--- config.mk ---
export PLATFORM = sky130hd
export DESIGN_NAME = vga_timing_gen
export DESIGN_NICKNAME = d
export VERILOG_FILES = /design/src/rtl/vga_pkg.sv /design/src/rtl/vga_sync_delay.sv /design/src/rtl/vga_timing_gen.sv
export SDC_FILE = /design/constraint.sdc
export NUM_CORES = 1
export LEC_CHECK = 0
export CORE_MARGIN = 8
export CORE_UTILIZATION = 47
export CTS_CLUSTER_SIZE = 28
export DETAILED_ROUTE_END_ITERATION = 8
export PLACE_DENSITY = 0.73
export SKIP_CTS_REPAIR_TIMING = 1
export SYNTH_ARGS = -nofsm -noshare
export SYNTH_HDL_FRONTEND = slang
export SYNTH_HIERARCHICAL = 1
export SYNTH_SLANG_ARGS = --single-unit
--- constraint.sdc ---
create_clock -name vga_clk -period 3.4 [get_ports vga_clk]
set_input_delay 0.34 -clock vga_clk [delete_from_list [all_inputs] [get_ports vga_clk]]
set_output_delay 0.34 -clock vga_clk [all_outputs]
set_load 0.02 [all_outputs]
--- src/rtl/vga_pkg.sv ---
// -----------------------------------------------------------------------------
// vga_pkg
// Shared types and 640x480@60 Hz timing constants for the VGA raster
// generator and its sync/blank delay line.
//   coord_t          : 10-bit raster coordinate (covers 0..1023)
//   H_* / V_*        : visible, porch and sync widths, totals
//   *_SYNC_START/END : first sync pixel/line and first pixel/line after sync
//   SYNC_RST_VEC     : {blank, hs, vs} held in delay stages during reset
// -----------------------------------------------------------------------------
package vga_pkg;

  typedef logic [9:0] coord_t;

  localparam int H_VISIBLE = 640;
  localparam int H_FP      = 16;
  localparam int H_SYNC    = 96;
  localparam int H_BP      = 48;
  localparam int H_TOTAL   = H_VISIBLE + H_FP + H_SYNC + H_BP;

  localparam int V_VISIBLE = 480;
  localparam int V_FP      = 10;
  localparam int V_SYNC    = 2;
  localparam int V_BP      = 33;
  localparam int V_TOTAL   = V_VISIBLE + V_FP + V_SYNC + V_BP;

  localparam int H_SYNC_START = H_VISIBLE + H_FP;
  localparam int H_SYNC_END   = H_SYNC_START + H_SYNC;
  localparam int V_SYNC_START = V_VISIBLE + V_FP;
  localparam int V_SYNC_END   = V_SYNC_START + V_SYNC;

  // Delay stages come out of reset not visible and not in sync.
  localparam logic [2:0] SYNC_RST_VEC = 3'b011;

endpackage

--- src/rtl/vga_sync_delay.sv ---
// -----------------------------------------------------------------------------
// vga_sync_delay
// PIPE_DELAY-deep shift register carrying {blank, hs, vs} so the sync and
// blank outputs line up with the registered ROM + palette pixel pipeline.
// PIPE_DELAY = 0 gives a straight combinational copy.
// Ports:
//   i_clk, i_rst              : pixel clock, synchronous active-high reset
//   i_blank, i_hs, i_vs       : undelayed raster signals
//   o_blank, o_hs, o_vs       : same signals PIPE_DELAY cycles later
// -----------------------------------------------------------------------------
module vga_sync_delay #(
  parameter int PIPE_DELAY = 2
) (
  input  logic i_clk,
  input  logic i_rst,
  input  logic i_blank,
  input  logic i_hs,
  input  logic i_vs,
  output logic o_blank,
  output logic o_hs,
  output logic o_vs
);
  import vga_pkg::*;

  generate
    if (PIPE_DELAY == 0) begin : g_bypass
      assign {o_blank, o_hs, o_vs} = {i_blank, i_hs, i_vs};
    end else begin : g_pipe
      logic [2:0] r_pipe [PIPE_DELAY];

      always_ff @(posedge i_clk) begin
        if (i_rst) begin
          for (int k = 0; k < PIPE_DELAY; k++) begin
            r_pipe[k] <= SYNC_RST_VEC;
          end
        end else begin
          r_pipe[0] <= {i_blank, i_hs, i_vs};
          for (int k = 1; k < PIPE_DELAY; k++) begin
            r_pipe[k] <= r_pipe[k-1];
          end
        end
      end

      assign {o_blank, o_hs, o_vs} = r_pipe[PIPE_DELAY-1];
    end
  endgenerate

endmodule

--- src/rtl/vga_timing_gen.sv ---
// -----------------------------------------------------------------------------
// vga_timing_gen
// 640x480@60 Hz raster timing generator. Produces pixel coordinates, the
// active-video flag, active-low syncs, pipeline-aligned delayed copies of
// those, line/frame ticks and a completed-frame counter.
// Ports:
//   vga_clk              : pixel clock (25 MHz nominal)
//   reset                : synchronous, active-high
//   DrawX, DrawY         : current horizontal / vertical counter
//   blank                : 1 while the current pixel is visible
//   hs, vs               : active-low syncs for the current pixel
//   blank_d, hs_d, vs_d  : blank/hs/vs delayed PIPE_DELAY cycles
//   line_tick            : pulse on the last pixel of every line
//   frame_tick           : pulse on the last pixel of every frame
//   frame_count          : completed frames, wraps modulo 2^16
// -----------------------------------------------------------------------------
module vga_timing_gen #(
  parameter int H_VISIBLE  = vga_pkg::H_VISIBLE,
  parameter int H_FP       = vga_pkg::H_FP,
  parameter int H_SYNC     = vga_pkg::H_SYNC,
  parameter int H_BP       = vga_pkg::H_BP,
  parameter int V_VISIBLE  = vga_pkg::V_VISIBLE,
  parameter int V_FP       = vga_pkg::V_FP,
  parameter int V_SYNC     = vga_pkg::V_SYNC,
  parameter int V_BP       = vga_pkg::V_BP,
  parameter int PIPE_DELAY = 2
) (
  input  logic        vga_clk,
  input  logic        reset,
  output logic [9:0]  DrawX,
  output logic [9:0]  DrawY,
  output logic        blank,
  output logic        hs,
  output logic        vs,
  output logic        blank_d,
  output logic        hs_d,
  output logic        vs_d,
  output logic        line_tick,
  output logic        frame_tick,
  output logic [15:0] frame_count
);
  import vga_pkg::*;

  // Decode thresholds sized to the counters so every compare is unsigned 10-bit.
  localparam coord_t HC_LAST  = coord_t'(H_VISIBLE + H_FP + H_SYNC + H_BP - 1);
  localparam coord_t VC_LAST  = coord_t'(V_VISIBLE + V_FP + V_SYNC + V_BP - 1);
  localparam coord_t HC_VIS   = coord_t'(H_VISIBLE);
  localparam coord_t VC_VIS   = coord_t'(V_VISIBLE);
  localparam coord_t HS_START = coord_t'(H_VISIBLE + H_FP);
  localparam coord_t HS_END   = coord_t'(H_VISIBLE + H_FP + H_SYNC);
  localparam coord_t VS_START = coord_t'(V_VISIBLE + V_FP);
  localparam coord_t VS_END   = coord_t'(V_VISIBLE + V_FP + V_SYNC);

  coord_t      r_hc, r_vc;
  coord_t      w_hc_nxt, w_vc_nxt;
  logic        r_blank, r_hs, r_vs;
  logic        r_line_tick, r_frame_tick;
  logic [15:0] r_frame_count;

  always_comb begin
    w_hc_nxt = r_hc + 10'd1;
    w_vc_nxt = r_vc;
    if (r_hc == HC_LAST) begin
      w_hc_nxt = '0;
      w_vc_nxt = (r_vc == VC_LAST) ? '0 : r_vc + 10'd1;
    end
  end

  // Decodes are taken from the next-state counters so the registered flags
  // describe the same pixel as DrawX/DrawY in the same cycle.
  always_ff @(posedge vga_clk) begin
    if (reset) begin
      r_hc          <= '0;
      r_vc          <= '0;
      r_blank       <= 1'b1;
      r_hs          <= 1'b1;
      r_vs          <= 1'b1;
      r_line_tick   <= 1'b0;
      r_frame_tick  <= 1'b0;
      r_frame_count <= '0;
    end else begin
      r_hc         <= w_hc_nxt;
      r_vc         <= w_vc_nxt;
      r_blank      <= (w_hc_nxt < HC_VIS) && (w_vc_nxt < VC_VIS);
      r_hs         <= !((w_hc_nxt >= HS_START) && (w_hc_nxt < HS_END));
      r_vs         <= !((w_vc_nxt >= VS_START) && (w_vc_nxt < VS_END));
      r_line_tick  <= (w_hc_nxt == HC_LAST);
      r_frame_tick <= (w_hc_nxt == HC_LAST) && (w_vc_nxt == VC_LAST);
      // Bumped on the natural wrap only; reset lands on (0,0) without counting.
      if ((w_hc_nxt == '0) && (w_vc_nxt == '0)) begin
        r_frame_count <= r_frame_count + 16'd1;
      end
    end
  end

  vga_sync_delay #(
    .PIPE_DELAY (PIPE_DELAY)
  ) u_sync_delay (
    .i_clk   (vga_clk),
    .i_rst   (reset),
    .i_blank (r_blank),
    .i_hs    (r_hs),
    .i_vs    (r_vs),
    .o_blank (blank_d),
    .o_hs    (hs_d),
    .o_vs    (vs_d)
  );

  assign DrawX       = r_hc;
  assign DrawY       = r_vc;
  assign blank       = r_blank;
  assign hs          = r_hs;
  assign vs          = r_vs;
  assign line_tick   = r_line_tick;
  assign frame_tick  = r_frame_tick;
  assign frame_count = r_frame_count;

endmodule

## Word-level counts from Yosys, hierarchy flattened

Memories as Yosys holds them, arrays and structs flattened.
Cells that the tools add are included.

| operators by class | value |
|---|---|
| add/sub/neg operators | 3 |
| multiply operators | 0 |
| divide/modulo/power cells | 0 |
| $lt $le $gt $ge | 6 |
| equal/unequal tests | 4 |
| shift-type cells | 0 |
| multiplexer cells | 8 |
| bitwise logic cells | 2 |
| reductions and logical operators | 9 |

Operators with widths:

| kind | count |
|---|---|
| 10-bit equality test, second input constant | 4 |
| 10-bit 2-to-1 mux | 3 |
| 10-bit by 1-bit adder with 10-bit output, second input constant | 2 |
| 10-bit zero test | 2 |
| 10-bit < comparator, second input constant | 2 |
| 10-bit by 9-bit < comparator with 1-bit output, second input constant | 2 |
| 16-bit by 1-bit adder with 16-bit output, second input constant | 1 |
| 10-bit greater-or-equal comparator, second input constant | 1 |
| 10-bit by 9-bit greater-or-equal comparator with 1-bit output, second input constant | 1 |
| 3-bit 2-to-1 mux | 2 |
| 1-bit logical AND | 5 |
| 1-bit 2-to-1 mux | 3 |
| 1-bit zero test | 2 |
| 1-bit OR | 2 |

| storage, ports and cells | value |
|---|---|
| register bits after elaboration | 41 |
| bits in latches | 0 |
| RAM bits | 6 |
| memory bits (read-only) | 0 |
| bits of input ports | 2 |
| output and inout bits | 44 |
| word-level logic and storage cells | 41 |
| memories | 1 |

Memory list:

| memory | depth | bits a word | rd ports | clocked after Yosys merged registers in | wr ports | line | RTL |
|---|---|---|---|---|---|---|---|
| u_sync_delay.g_pipe.r_pipe | 2 | 3 | 2 | 0 | 2 | vga_sync_delay.sv:29 | `logic [2:0] r_pipe [PIPE_DELAY];` |

## Depth between registers and ports, before layout

| depth | value |
|---|---|
| word-level depth | 6 |
| mapped depth | 11 |
| gate-level depth less buffers | 10 |

## By module

Netlist, hierarchy kept.

By module, submodules not included:

| module | instances | cells an instance | area each (µm²) | sequential area each (µm²) |
|---|---|---|---|---|
| vga_timing_gen | 1 | 265 | 2,214.6 | 820.8 |
| vga_sync_delay | 1 | 12 | 157.7 | 120.1 |

## Least setup slack after synthesis

No wires, ideal clock.

| timing | value |
|---|---|
| path type | register -> register |
| start | register r_hc[0], in the netlist DrawX[0] |
| end | register r_frame_count[15], in the netlist frame_count[15] |
| setup time | 121 ps |
| arrival time | 2,695 ps |
| data required time | 3,279 ps |
| path slack | 584 ps |
| cell stages (with the launch flop) | 11 |
| buffers on the path | 1 |
| clock period less this slack | 2,816 ps |
| path through | dfxtp_1 ha_1 nand4_4 nor4_1 xnor2_1 o21ai_1 nor4_2 nand4_1 buf_2 nor2_1 mux2_2 |

| on the way | value |
|---|---|
| longest elaborated chain between the ends | 4 |
| elaborated cells on any way between the ends | 7 |
| those cells by class | add/sub (1); eq/ne (1); mux (2); reduce/logical (3) |

Ends and longest elaborated chain:

| item | line | RTL |
|---|---|---|
| start, declared | vga_timing_gen.sv:54 | `coord_t r_hc, r_vc;` |
| start signal, assigned | vga_timing_gen.sv:82 | `r_hc <= w_hc_nxt;` |
| 10-bit by 1-bit adder with 10-bit output / 10-bit equality test (equally long branches) | vga_timing_gen.sv:61, vga_timing_gen.sv:63 |  |
| 10-bit 2-to-1 mux | vga_timing_gen.sv:63 | `if (r_hc == HC_LAST) begin` |
| 10-bit zero test | vga_timing_gen.sv:90 | `if ((w_hc_nxt == '0) && (w_vc_nxt == '0)) begin` |
| 1-bit logical AND * | vga_timing_gen.sv:90 |  |
| end signal, assigned | vga_timing_gen.sv:91 | `r_frame_count <= r_frame_count + 16'd1;` |
| end, declared | vga_timing_gen.sv:58 | `logic [15:0] r_frame_count;` |

Every way passes the cells marked *; elsewhere a longest branch is shown, timed or not.
A chain may end at the register's enable or synchronous reset.

## Worst setup path in the final report

Ends and elaborated chain as after synthesis.

==> flow_metrics.env <==
export IMPL_rsz0062_at_grt="false"
export IMPL_crit_arrival_ns=3.09
export IMPL_overflow=0
export IMPL_antenna_found_initial=0
export IMPL_drive_gt1_share_pct=8.00
export IMPL_min_path_type="reg2reg"
export IMPL_switching_share_pct=21.1
export IMPL_numCtsBuffers=5
export IMPL_synth_area_per_cell_sq_um=8.56
export IMPL_num_antenna_cells=0
export IMPL_nFillCells=450
export IMPL_fmax_ghz=0.345
export IMPL_ys_warn_count=6
export IMPL_max_vdd_ir_drop_uv=223
export IMPL_hpwl_mm=4.11
export IMPL_maxCapViolations=0
export IMPL_fin_setup_tns_ns=0
export IMPL_power_leakage_nw=1.06
export IMPL_cts_tree="yes"
export IMPL_place_gp_congestion=0.908
export IMPL_grt_usage_pct=14.6
export IMPL_path_clk_slew_ns=0.09
export IMPL_avgRoutedWirePerCell_um=14.0
export IMPL_grt_pass1_wl_mm=9.04
export IMPL_vias_per_cell=5.40
export IMPL_chipWidth_um=87.0
export IMPL_nets=332
export IMPL_end_kind="register"
export IMPL_dr_first_iter_drc_count=119
export IMPL_tightest_slew_ns=0.449
export IMPL_critPathLaunchType="register"
export IMPL_pin_count=46
export IMPL_cts_htree_levels=2
export IMPL_clk_path_buf_depth=2
export IMPL_routed_wl_mm=5.54
export IMPL_setup_viol=0
export IMPL_post_synth_num_cell_types=47
export IMPL_power_density_nw_per_um2=332
export IMPL_area_delta_synth_final_pct=27.0
export IMPL_ys_seq_area_share_pct=39.7
export IMPL_synth_cells=277
export IMPL_comb_power_share_pct=4.6
export IMPL_synthesis_area_sq_um=2370
export IMPL_drv_slew=0
export IMPL_skew_ns=0.00748
export IMPL_num_vias=2134
export IMPL_power_switching_mw=0.211
export IMPL_start_util_pct=47.7
export IMPL_fp_dieH_um=87.0
export IMPL_final_min_clock_period_ns=2.90
export IMPL_clk_latency_ns=0.30
export IMPL_final_hold_violation_count=0
export IMPL_drc=0
export IMPL_intPower_mw=0.790
export IMPL_ant_nets=0
export IMPL_grt_start_max_net_pins=44
export IMPL_crit_slowest_cell="dfxtp_1"
export IMPL_cts_num_sinks=47
export IMPL_slowest_delay_ns=0.42
export IMPL_ys_seq_elements=47
export IMPL_crit_family="simple AND/OR/NAND/NOR gates"
export IMPL_grt_pass1_vias=1920
export IMPL_cp_cell_sequence="ha_1 > and4_1 > nand3_4 > and3_1 > nor3_2 > and4b_1 > nand4_1 > buf_4 > nor2_1 > mux2_2"
export IMPL_slew_limit_headroom_pct=69.6
export IMPL_syn_num_nets=284
export IMPL_die_area_sq_um=7580
export IMPL_cp_required_ns=3.59
export IMPL_layout_commonest_cell="dfxtp_1"
export IMPL_async_flop_share_pct=0
export IMPL_clkPwrFrac_pct=39.1
export IMPL_seqPwrFrac_pct=56.3
export IMPL_row_count=26
export IMPL_outcome="completed"
export IMPL_layout_common_cells="dfxtp_1, clkdlybuf4s50_1, nor2_1"
export IMPL_core_area_sq_um=4980
export IMPL_critPathKind="reg2reg"
export IMPL_synth_edf_count=0
export IMPL_firstDrtPassIters=4
export IMPL_finalCritPeriodShare_pct=85.2
export IMPL_finalPower_mw=1.00
export IMPL_worst_path_buf_inv=1
export IMPL_port_buffers=45
export IMPL_synth_flop_cell="dfxtp_1"
export IMPL_worstPathMaxFanout=13
export IMPL_root_buffer="clkbuf_8"
-- cells by family (layout without fill, tap and decap cells) --
family | Yosys count | count (layout) | synth area share [%]
AND/OR/NAND/NOR | 140 | 140 | 36.1
AO/OA/AOI/OAI | 48 | 48 | 11.1
flip-flops | 47 | 47 | 39.7
buffers and inverters | 18 | 66 | 3.06
XOR/XNOR | 14 | 14 | 5.17
adder cells (fa/ha/maj) | 5 | 5 | 2.64
multiplexers | 5 | 5 | 2.22
-- layout make-up --
type	instances	area, sq um	share of cell area, %
Inverter	9	33.8	1.12
Timing Repair Buffer	50	488	16.2
Clock buffer	6	72.6	2.41
Sequential cell	47	941	31.2
Clock inverter	1	30.0	0.997
Tap cell	70	87.6	2.91
Multi-Input combinational cell	212	1360	45.1
-- power by group through the flow --
stage / Combinational (mW) / Clock, mW / Sequential [mW]
after floorplan: 0.0252 / 0 / 0.580
after global placement: 0.0458 / 0 / 0.576
after detailed placement: 0.0460 / 0 / 0.577
after CTS: 0.0463 / 0.403 / 0.564
after global routing: 0.0504 / 0.422 / 0.565
final: 0.0457 / 0.391 / 0.564
-- worst paths after layout --
| kind | cells past startpoint | startpoint | to | slack [ns] |
|---|---|---|---|---|
| max | 10 | DrawX[0] | frame_count[15] | 0.50 |
| min | 1 | u_sync_delay/g_pipe.r_pipe[0][0] | u_sync_delay/g_pipe.r_pipe[0][3] | 0.41 |
| max reg2reg | 10 | DrawX[0] | frame_count[15] | 0.50 |
| min reg2reg | 1 | u_sync_delay/g_pipe.r_pipe[0][0] | u_sync_delay/g_pipe.r_pipe[0][3] | 0.41 |
-- through the flow --
stage | std cells | worst slack (ns) | utilization (%) | cell area [sq um] | hold slack, ns
5_1_grt | 395 | 0.211 | 60.5 | 3010 | 0.434
6_report | 395 | 0.502 | 60.5 | 3010 | 0.411
2_1_floorplan | 277 | 0.584 | - | 2370 | 0.383
3_3_place_gp | 386 | 0.357 | 58.1 | 2890 | 0.385
4_1_cts | 393 | 0.294 | 60.2 | 3000 | 0.413
3_5_place_dp | 386 | 0.303 | 58.1 | 2890 | 0.392
-- registers in the layout, indices dropped and copies added, names as in the netlist --
register,flops
blank,1
frame_count,16
u_sync_delay/g_pipe.r_pipe,6
DrawX,10
DrawY,10
hs,1
frame_tick,1
vs,1
line_tick,1
-- Yosys cell counts (3+ instances only) --
cell	count	area share [%]
dfxtp_1	47	40
nor2_1	27	4.3
a21oi_1	23	4.9
nand2_1	18	2.8
nand3_1	18	3.8
o21ai_0	15	3.2
or3_1	13	3.4
and3_1	11	2.9
inv_1	9	1.4
xnor2_1	9	3.3
nor3_1	7	1.5
or2_1	6	1.6
clkbuf_1	5	0.79
ha_1	5	2.6
nand4_1	5	1.3
nor2b_1	5	1.3
xor2_1	5	1.8
buf_2	4	0.84
and2_1	3	0.79
and4_1	3	1.1
mux2i_1	3	1.3
nor4_1	3	0.79
-- layer usage --
layer	global-route usage, %	vias up	part of all wire [%]
li1	-	1074	-
met1	18.1	1004	46
met2	24.7	51	48
met3	3.49	5	5.0
met4	3.29	0	0.83
met5	0	-	0
(Power assumes the default switching activity.)
